$ cat config.mk
export PLATFORM = sky130hd
export DESIGN_NAME = alu_share_arbiter
export DESIGN_NICKNAME = d
export VERILOG_FILES = /design/src/rtl/alu_share_arbiter.sv
export SDC_FILE = /design/constraint.sdc
export NUM_CORES = 1
export LEC_CHECK = 0
export ABC_AREA = 1
export CAP_MARGIN = 20
export CORE_UTILIZATION = 53
export DETAILED_ROUTE_END_ITERATION = 10
export GPL_ROUTABILITY_DRIVEN = 0
export PLACE_DENSITY = 0.9
export RECOVER_POWER = 100
export SETUP_SLACK_MARGIN = 0.02
export SYNTH_ARGS = -nofsm -noshare
export SYNTH_HDL_FRONTEND = slang
export SYNTH_HIERARCHICAL = 1
export SYNTH_SLANG_ARGS = --single-unit
export TNS_END_PERCENT = 100
$ cat constraint.sdc
create_clock -name clk -period 3.2 [get_ports clk]
set_input_delay 0.32 -clock clk [delete_from_list [all_inputs] [get_ports clk]]
set_output_delay 0.32 -clock clk [all_outputs]
set_load 0.02 [all_outputs]
$ cat src/rtl/alu_share_arbiter.sv
// Round-robin share of one ALU between two requesters, registered response.
// Define ALU_ARB_PERF_EN to add per-requester grant counters with clear.
module alu_share_core #(
   parameter int DATA_W = 32,
   parameter int OP_W   = 5
) (
   input  logic [DATA_W-1:0] i_a,
   input  logic [DATA_W-1:0] i_b,
   input  logic [OP_W-1:0]   i_op,
   output logic [DATA_W-1:0] o_res,
   output logic              o_err
);
   localparam int SH_W = $clog2(DATA_W);

   logic [SH_W-1:0] w_sh;

   assign w_sh = i_b[SH_W-1:0];

   always_comb begin
      o_res = '0;
      o_err = 1'b0;
      unique case (i_op)
         5'b00000: o_res = i_a + i_b;
         5'b01000: o_res = i_a - i_b;
         5'b00100: o_res = i_a ^ i_b;
         5'b00110: o_res = i_a | i_b;
         5'b00111: o_res = i_a & i_b;
         5'b00001: o_res = i_a << w_sh;
         5'b00101: o_res = i_a >> w_sh;
         5'b01101: o_res = $signed(i_a) >>> w_sh;
         5'b00010: o_res = {{(DATA_W-1){1'b0}}, $signed(i_a) < $signed(i_b)};
         5'b00011: o_res = {{(DATA_W-1){1'b0}}, i_a < i_b};
         5'b11111: o_res = i_b;
         default:  o_err = 1'b1;
      endcase
   end
endmodule

module alu_share_arbiter #(
   parameter int DATA_W = 32,
   parameter int OP_W   = 5,
   parameter int CNT_W  = 16
) (
   input  logic              clk,
   input  logic              rst_n,
   input  logic              r0_valid,
   output logic              r0_ready,
   input  logic [DATA_W-1:0] r0_a,
   input  logic [DATA_W-1:0] r0_b,
   input  logic [OP_W-1:0]   r0_op,
   input  logic              r1_valid,
   output logic              r1_ready,
   input  logic [DATA_W-1:0] r1_a,
   input  logic [DATA_W-1:0] r1_b,
   input  logic [OP_W-1:0]   r1_op,
   output logic              rsp_valid,
   input  logic              rsp_ready,
   output logic              rsp_id,
   output logic [DATA_W-1:0] rsp_res,
   output logic              rsp_err
`ifdef ALU_ARB_PERF_EN
   ,
   input  logic              cnt_clr,
   output logic [CNT_W-1:0]  grant_cnt0,
   output logic [CNT_W-1:0]  grant_cnt1
`endif
);
   localparam int SH_W = $clog2(DATA_W);

   typedef enum logic {S_IDLE, S_RESP} state_t;

   state_t              r_state;
   state_t              w_state_nxt;
   logic                r_last_grant;
   logic                r_rsp_id;
   logic [DATA_W-1:0]   r_rsp_res;
   logic                r_rsp_err;
   logic                w_can_accept;
   logic                w_gnt0;
   logic                w_gnt1;
   logic                w_accept;
   logic [DATA_W-1:0]   w_a;
   logic [DATA_W-1:0]   w_b;
   logic [DATA_W-1:0]   w_alu_b;
   logic [OP_W-1:0]     w_op;
   logic                w_is_sh;
   logic [DATA_W-1:0]   w_res;
   logic                w_err;

   // r_last_grant=1 means requester 1 won last, so requester 0 wins a tie
   always_comb begin
      w_state_nxt  = r_state;
      w_can_accept = 1'b0;
      w_gnt0       = 1'b0;
      w_gnt1       = 1'b0;
      if (rst_n) begin
         w_can_accept = (r_state == S_IDLE) | rsp_ready;
         if (r0_valid & r1_valid) begin
            w_gnt0 = w_can_accept & r_last_grant;
            w_gnt1 = w_can_accept & ~r_last_grant;
         end else begin
            w_gnt0 = w_can_accept & r0_valid;
            w_gnt1 = w_can_accept & r1_valid;
         end
      end
      w_accept = w_gnt0 | w_gnt1;
      unique case (r_state)
         S_IDLE: if (w_accept) w_state_nxt = S_RESP;
         S_RESP: if (rsp_ready & ~w_accept) w_state_nxt = S_IDLE;
         default: w_state_nxt = S_IDLE;
      endcase
   end

   always_ff @(posedge clk) begin
      if (!rst_n) r_state <= S_IDLE;
      else        r_state <= w_state_nxt;
   end

   assign w_a     = w_gnt1 ? r1_a  : r0_a;
   assign w_b     = w_gnt1 ? r1_b  : r0_b;
   assign w_op    = w_gnt1 ? r1_op : r0_op;
   assign w_is_sh = (w_op == 5'b00001) | (w_op == 5'b00101) |
                    (w_op == 5'b01101);
   assign w_alu_b = w_is_sh ? {{(DATA_W-SH_W){1'b0}}, w_b[SH_W-1:0]}
                            : w_b;

   alu_share_core #(
      .DATA_W (DATA_W),
      .OP_W   (OP_W)
   ) u_alu (
      .i_a   (w_a),
      .i_b   (w_alu_b),
      .i_op  (w_op),
      .o_res (w_res),
      .o_err (w_err)
   );

   always_ff @(posedge clk) begin
      if (!rst_n) begin
         r_last_grant <= 1'b1;
         r_rsp_id     <= 1'b0;
         r_rsp_res    <= '0;
         r_rsp_err    <= 1'b0;
      end else if (w_accept) begin
         r_last_grant <= w_gnt1;
         r_rsp_id     <= w_gnt1;
         r_rsp_res    <= w_res;
         r_rsp_err    <= w_err;
      end
   end

   assign r0_ready  = w_gnt0;
   assign r1_ready  = w_gnt1;
   assign rsp_valid = (r_state == S_RESP);
   assign rsp_id    = r_rsp_id;
   assign rsp_res   = r_rsp_res;
   assign rsp_err   = r_rsp_err;

`ifdef ALU_ARB_PERF_EN
   logic [CNT_W-1:0] r_cnt0;
   logic [CNT_W-1:0] r_cnt1;

   always_ff @(posedge clk) begin
      if (!rst_n || cnt_clr) begin
         r_cnt0 <= '0;
         r_cnt1 <= '0;
      end else begin
         if (w_gnt0 && r_cnt0 != {CNT_W{1'b1}}) r_cnt0 <= r_cnt0 + 1'b1;
         if (w_gnt1 && r_cnt1 != {CNT_W{1'b1}}) r_cnt1 <= r_cnt1 + 1'b1;
      end
   end

   assign grant_cnt0 = r_cnt0;
   assign grant_cnt1 = r_cnt1;
`endif
endmodule

==> out/metrics.yaml, run 1 <==
synth_edf_count: 0
synth_area_mm2: 0.0129
synth-seq-cells: 36
grt_overflow: 831
synth-xor-area-share_pct: 0.204
h-tree-depth: 2
synthCells: 2637
place_ws_ns: -1.14
grt_pass1_wl_um: 167000
stop_stage: "5_1_grt"
ys_seq_area_share_pct: 5.60
start_util_pct: 54.5
die_w_um: 158
synthTopCellsByArea: "nand2_1 28%, nand3_1 15%, inv_1 10%"
die_y_um: 158
ioPinCount: 180
yosysTopAreaCellShare_pct: 28.1
ys_warn_count: 6
core.rowCount: 56
synth_fa_ha_area_share_pct: 9.85
grt_use_total_pct: 89.1
async_reset_ff_share_pct: 0
grt_pass1_vias: 27541
synth_compound_area_share_pct: 11.4
muxShareOfSynthArea_pct: 0.234
yosysTopAreaCell: "nand2_1"
cts_buffer_depth: 2
synth_top_family_by_area: "simple AND/OR/NAND/NOR gates"
synth_cell_type_count: 45
synth_nets: 2880
dp_hpwl_um: 56800
grt_max_degree: 69
ys.flop_type: "dfxtp_1"
port_buffers: 179
cts_root_buf: "clkbuf_16"
toolErrorMsg: "[ERROR GRT-0116] Global routing finished with congestion. Check the congestion regions in the DRC Viewer."
cts_sinks: 36
cts_buffers: 5
status: "aborted with a tool error"
synth.avg_cell_area_um2: 4.88
yosys.area_share.simple_pct: 57.4
per-layer routing:
| layer | overflow | global-route usage (%) |
|---|---|---|
| met1 | 57 | 84.2 |
| met2 | 510 | 103 |
| met3 | 61 | 79.3 |
| met4 | 198 | 93.1 |
| met5 | 5 | 66.0 |
timing repair:
item,CTS
resized for setup,331
setup buffers,30
hold buffers,0
pin swaps,67
endpoints found under the setup margin,32
gates cloned,4
metrics by stage:
| step | std cells | cell area [um^2] |
|---|---|---|
| floorplan | 2637 | 12900 |
| global placement | 3446 | 17900 |
| detailed placement | 3446 | 17900 |
| CTS | 3488 | 19500 |
logic make-up after synthesis:
kind of cell / count (synthesis)
compound gates: 270
xor+xnor: 3
fa+ha+maj: 100
buf+inv: 484
flops: 36
mux: 3
simple gates: 1741
synthesized netlist by cell type (all sizes together) (3+ instances only):
cell and instances:
nand3 383, xor2 3, nand4 45, nand3b 4
buf 90, or2 6, nand2 965, nor2 265
a21oi 92, clkbuf 35, dfxtp 36, o211ai 13
mux2i 3, ha 98, and2 15, clkinv 3
o21ai 117, o21bai 9, nor3 55, o22ai 28
inv 356
==> run 2: changes to the inputs <==
--- a/config.mk
+++ b/config.mk
@@ -7,12 +7,11 @@
 export LEC_CHECK = 0
 export ABC_AREA = 1
 export CAP_MARGIN = 20
-export CORE_UTILIZATION = 53
+export CORE_UTILIZATION = 40
 export DETAILED_ROUTE_END_ITERATION = 10
 export GPL_ROUTABILITY_DRIVEN = 0
-export PLACE_DENSITY = 0.9
+export PLACE_DENSITY_LB_ADDON = 0.15
 export RECOVER_POWER = 100
-export SETUP_SLACK_MARGIN = 0.02
 export SYNTH_ARGS = -nofsm -noshare
 export SYNTH_HDL_FRONTEND = slang
 export SYNTH_HIERARCHICAL = 1
==> constraint.sdc (replaced) <==
create_clock -name clk -period 4.2 [get_ports clk]
set_input_delay 0.42 -clock clk [delete_from_list [all_inputs] [get_ports clk]]
set_output_delay 0.42 -clock clk [all_outputs]
set_load 0.02 [all_outputs]
==> out/metrics.yaml, run 2 <==
end_kind: "flip-flop"
dp_hpwl_um: 51800
hold_end: "rsp_id"
ys_seq_area_share_pct: 5.60
min_path_type: "flip-flop to flip-flop"
synthTopCellsByArea: "nand2_1 28%, nand3_1 15%, inv_1 10%"
cp_max_fo: 40
hold_violations: 0
grt_overflow: 0
routed_wl_um: 63500
startpoint_type: "primary input"
synth_compound_area_share_pct: 11.4
reg2reg_depth: 23
place_ws_ns: -0.0213
vias_per_cell: 5.68
slew_headroom_pct: 46.0
post_drt_wl_per_cell_um: 18.9
largest_reg_flops: 32
worst_ep_arrival_time_ns: 4.17
utilization_pct: 53.0
synth_commonest_cells: "962 x nand2_1, 380 x nand3_1, 347 x inv_1"
synth.avg_cell_area_um2: 4.88
detail_route.iter0.violations: 2844
synth_nets: 2880
synth.most_common_cell: "nand2_1"
postRouteAntennaNets: 0
setup_violations: 0
yosysTopAreaCellShare_pct: 28.1
max-cap-violations: 0
drcViolationCount: 0
maxSlewViolCount: 0
tightest_slew_ns: 0.809
synth_edf_count: 0
fmax_mhz: 250
synth_area_mm2: 0.0129
finalPower_mw: 3.93
grt_max_degree: 70
status: "completed"
muxShareOfSynthArea_pct: 0.234
yosys.area_share.simple_pct: 57.4
grt_pass1_vias: 17265
p_leak_nw: 9.31
cts_buffers: 5
path_class: "primary input to flip-flop"
ioPinCount: 180
hold_path.startpoint: "rsp_id"
regToRegSetupSlack_ns: 0.48
peakVddDrop_v: 0.000149
synthCells: 2637
ys_warn_count: 6
fin_crit_ns: 3.99
insertedDiodeCount: 0
drive_gt1_share_pct: 10.3
multi_input_area_mm2: 0.0102
layout.nets: 3196
synth-xor-area-share_pct: 0.204
power_density_mw_per_mm2: 235
fin_crit_sh_pct: 95.1
synth_top_family_by_area: "simple AND/OR/NAND/NOR gates"
cts_resized: 0
place_inst: 3348
cts_root_buf: "clkbuf_16"
start_util_pct: 40.7
seq_area_um2: 721
layout.cells.most_common: "nand2_1"
port_buffers: 179
setup_ws_ns: 0.207
synth_cell_type_count: 45
cts_buffer_depth: 2
final_cell_mix: "959 x nand2_1, 380 x nand3_1, 348 x inv_1"
antenna_found_initial: 0
h-tree-depth: 2
async_reset_ff_share_pct: 0
area_growth_pct: 30.1
whs_path_depth: 2
cts_setup_buffers: 0
die_area_mm2: 0.0329
synth-seq-cells: 36
die_w_um: 181
reg2reg_from: "rsp_valid"
tns_ns: 0
cts-hold-fix-buffers: 0
cts.clk_slew.worst_paths_ns: 0.06
cp.required_ns: 4.38
yosysTopAreaCell: "nand2_1"
grt_pass1_wl_um: 96000
core.rowCount: 65
first_pass_iters: 8
fillers: 3472
cts_sinks: 36
ys.flop_type: "dfxtp_1"
finalNonFillerCells: 3356
die_y_um: 181
clock_skew_ns: 0.00740
clock_latency_ns: 0.29
cts_tree: "built"
r2r_end: "rsp_res[11]"
synth_fa_ha_area_share_pct: 9.85
core-area_mm2: 0.0316
vias: 19074
grt_use_total_pct: 37.5
-- run 2: per-layer routing --
layer | share of wire, % | GRT usage [%]
met1 | 41 | 50.6
met5 | 0 | 0
met4 | 5.3 | 16.4
met2 | 41 | 57.0
met3 | 13 | 7.86
-- run 2: power by group --
| part | internal (mW) | leakage [nW] | switching [mW] |
|---|---|---|---|
| combinational | 1.14 | 8.93 | 1.93 |
| sequential | 0.376 | 0.297 | 0.0228 |
| clock | 0.280 | 0.0798 | 0.177 |
| total | 1.80 | 9.31 | 2.13 |
-- run 2: cell type report --
| cell class | instances | share of cell area (%) |
|---|---|---|
| Multi-Input combinational cell | 2117 | 60.9 |
| Timing Repair Buffer | 434 | 22.7 |
| Inverter | 359 | 8.07 |
| Sequential cell | 36 | 4.31 |
| Tap cell | 402 | 3.01 |
| Clock buffer | 5 | 0.748 |
| Clock inverter | 3 | 0.254 |
-- run 2: worst max-delay path, cell delays in order --
cell and delay, ns:
clkdlybuf4s50_1 0.50, nand2_2 0.07, inv_4 0.09, nand3_4 0.13, clkinv_2 0.12, buf_12 0.19
nand2_1 0.07, nand2_1 0.06, inv_1 0.08, nor2_1 0.16, inv_1 0.08, ha_1 0.36
buf_4 0.19, o21ai_0 0.47, buf_4 0.20, nand2_1 0.04, nand2_1 0.09, inv_1 0.05
nand2_1 0.12, inv_1 0.07, nand3_1 0.08, nand2_1 0.05, nand3_1 0.06, nand4_1 0.12
o21ai_0 0.20, nor2_1 0.06
-- run 2: logic make-up after synthesis --
family / Yosys count
AND/OR/NAND/NOR: 1741
buffers and inverters: 484
AO/OA/AOI/OAI: 270
adder cells (fa/ha/maj): 100
flip-flops: 36
XOR/XNOR: 3
multiplexers: 3
-- run 2: how the worst max path moves through the flow --
| stage | from | slack (ns) | endpoint |
|---|---|---|---|
| final | r1_valid | 0.21 | rsp_res[23] |
| after detailed placement | r0_valid | -0.02 | rsp_res[14] |
| after floorplan | rst_n | 0.61 | rsp_res[4] |
| after CTS | r1_valid | 0.27 | rsp_res[14] |
| after global placement | rst_n | 0.03 | rsp_res[0] |
| after global routing | rst_n | -0.02 | rsp_res[10] |
-- run 2: per-stage QoR --
step / instance area (um^2) / hold slack, ns
after detailed placement: 16600 / 0.461
after floorplan: 12900 / 0.488
after CTS: 16700 / 0.473
final: 16700 / 0.464
after global placement: 16600 / 0.456
after global routing: 16700 / 0.493
No activity file was read; power rests on OpenSTA's default activity.
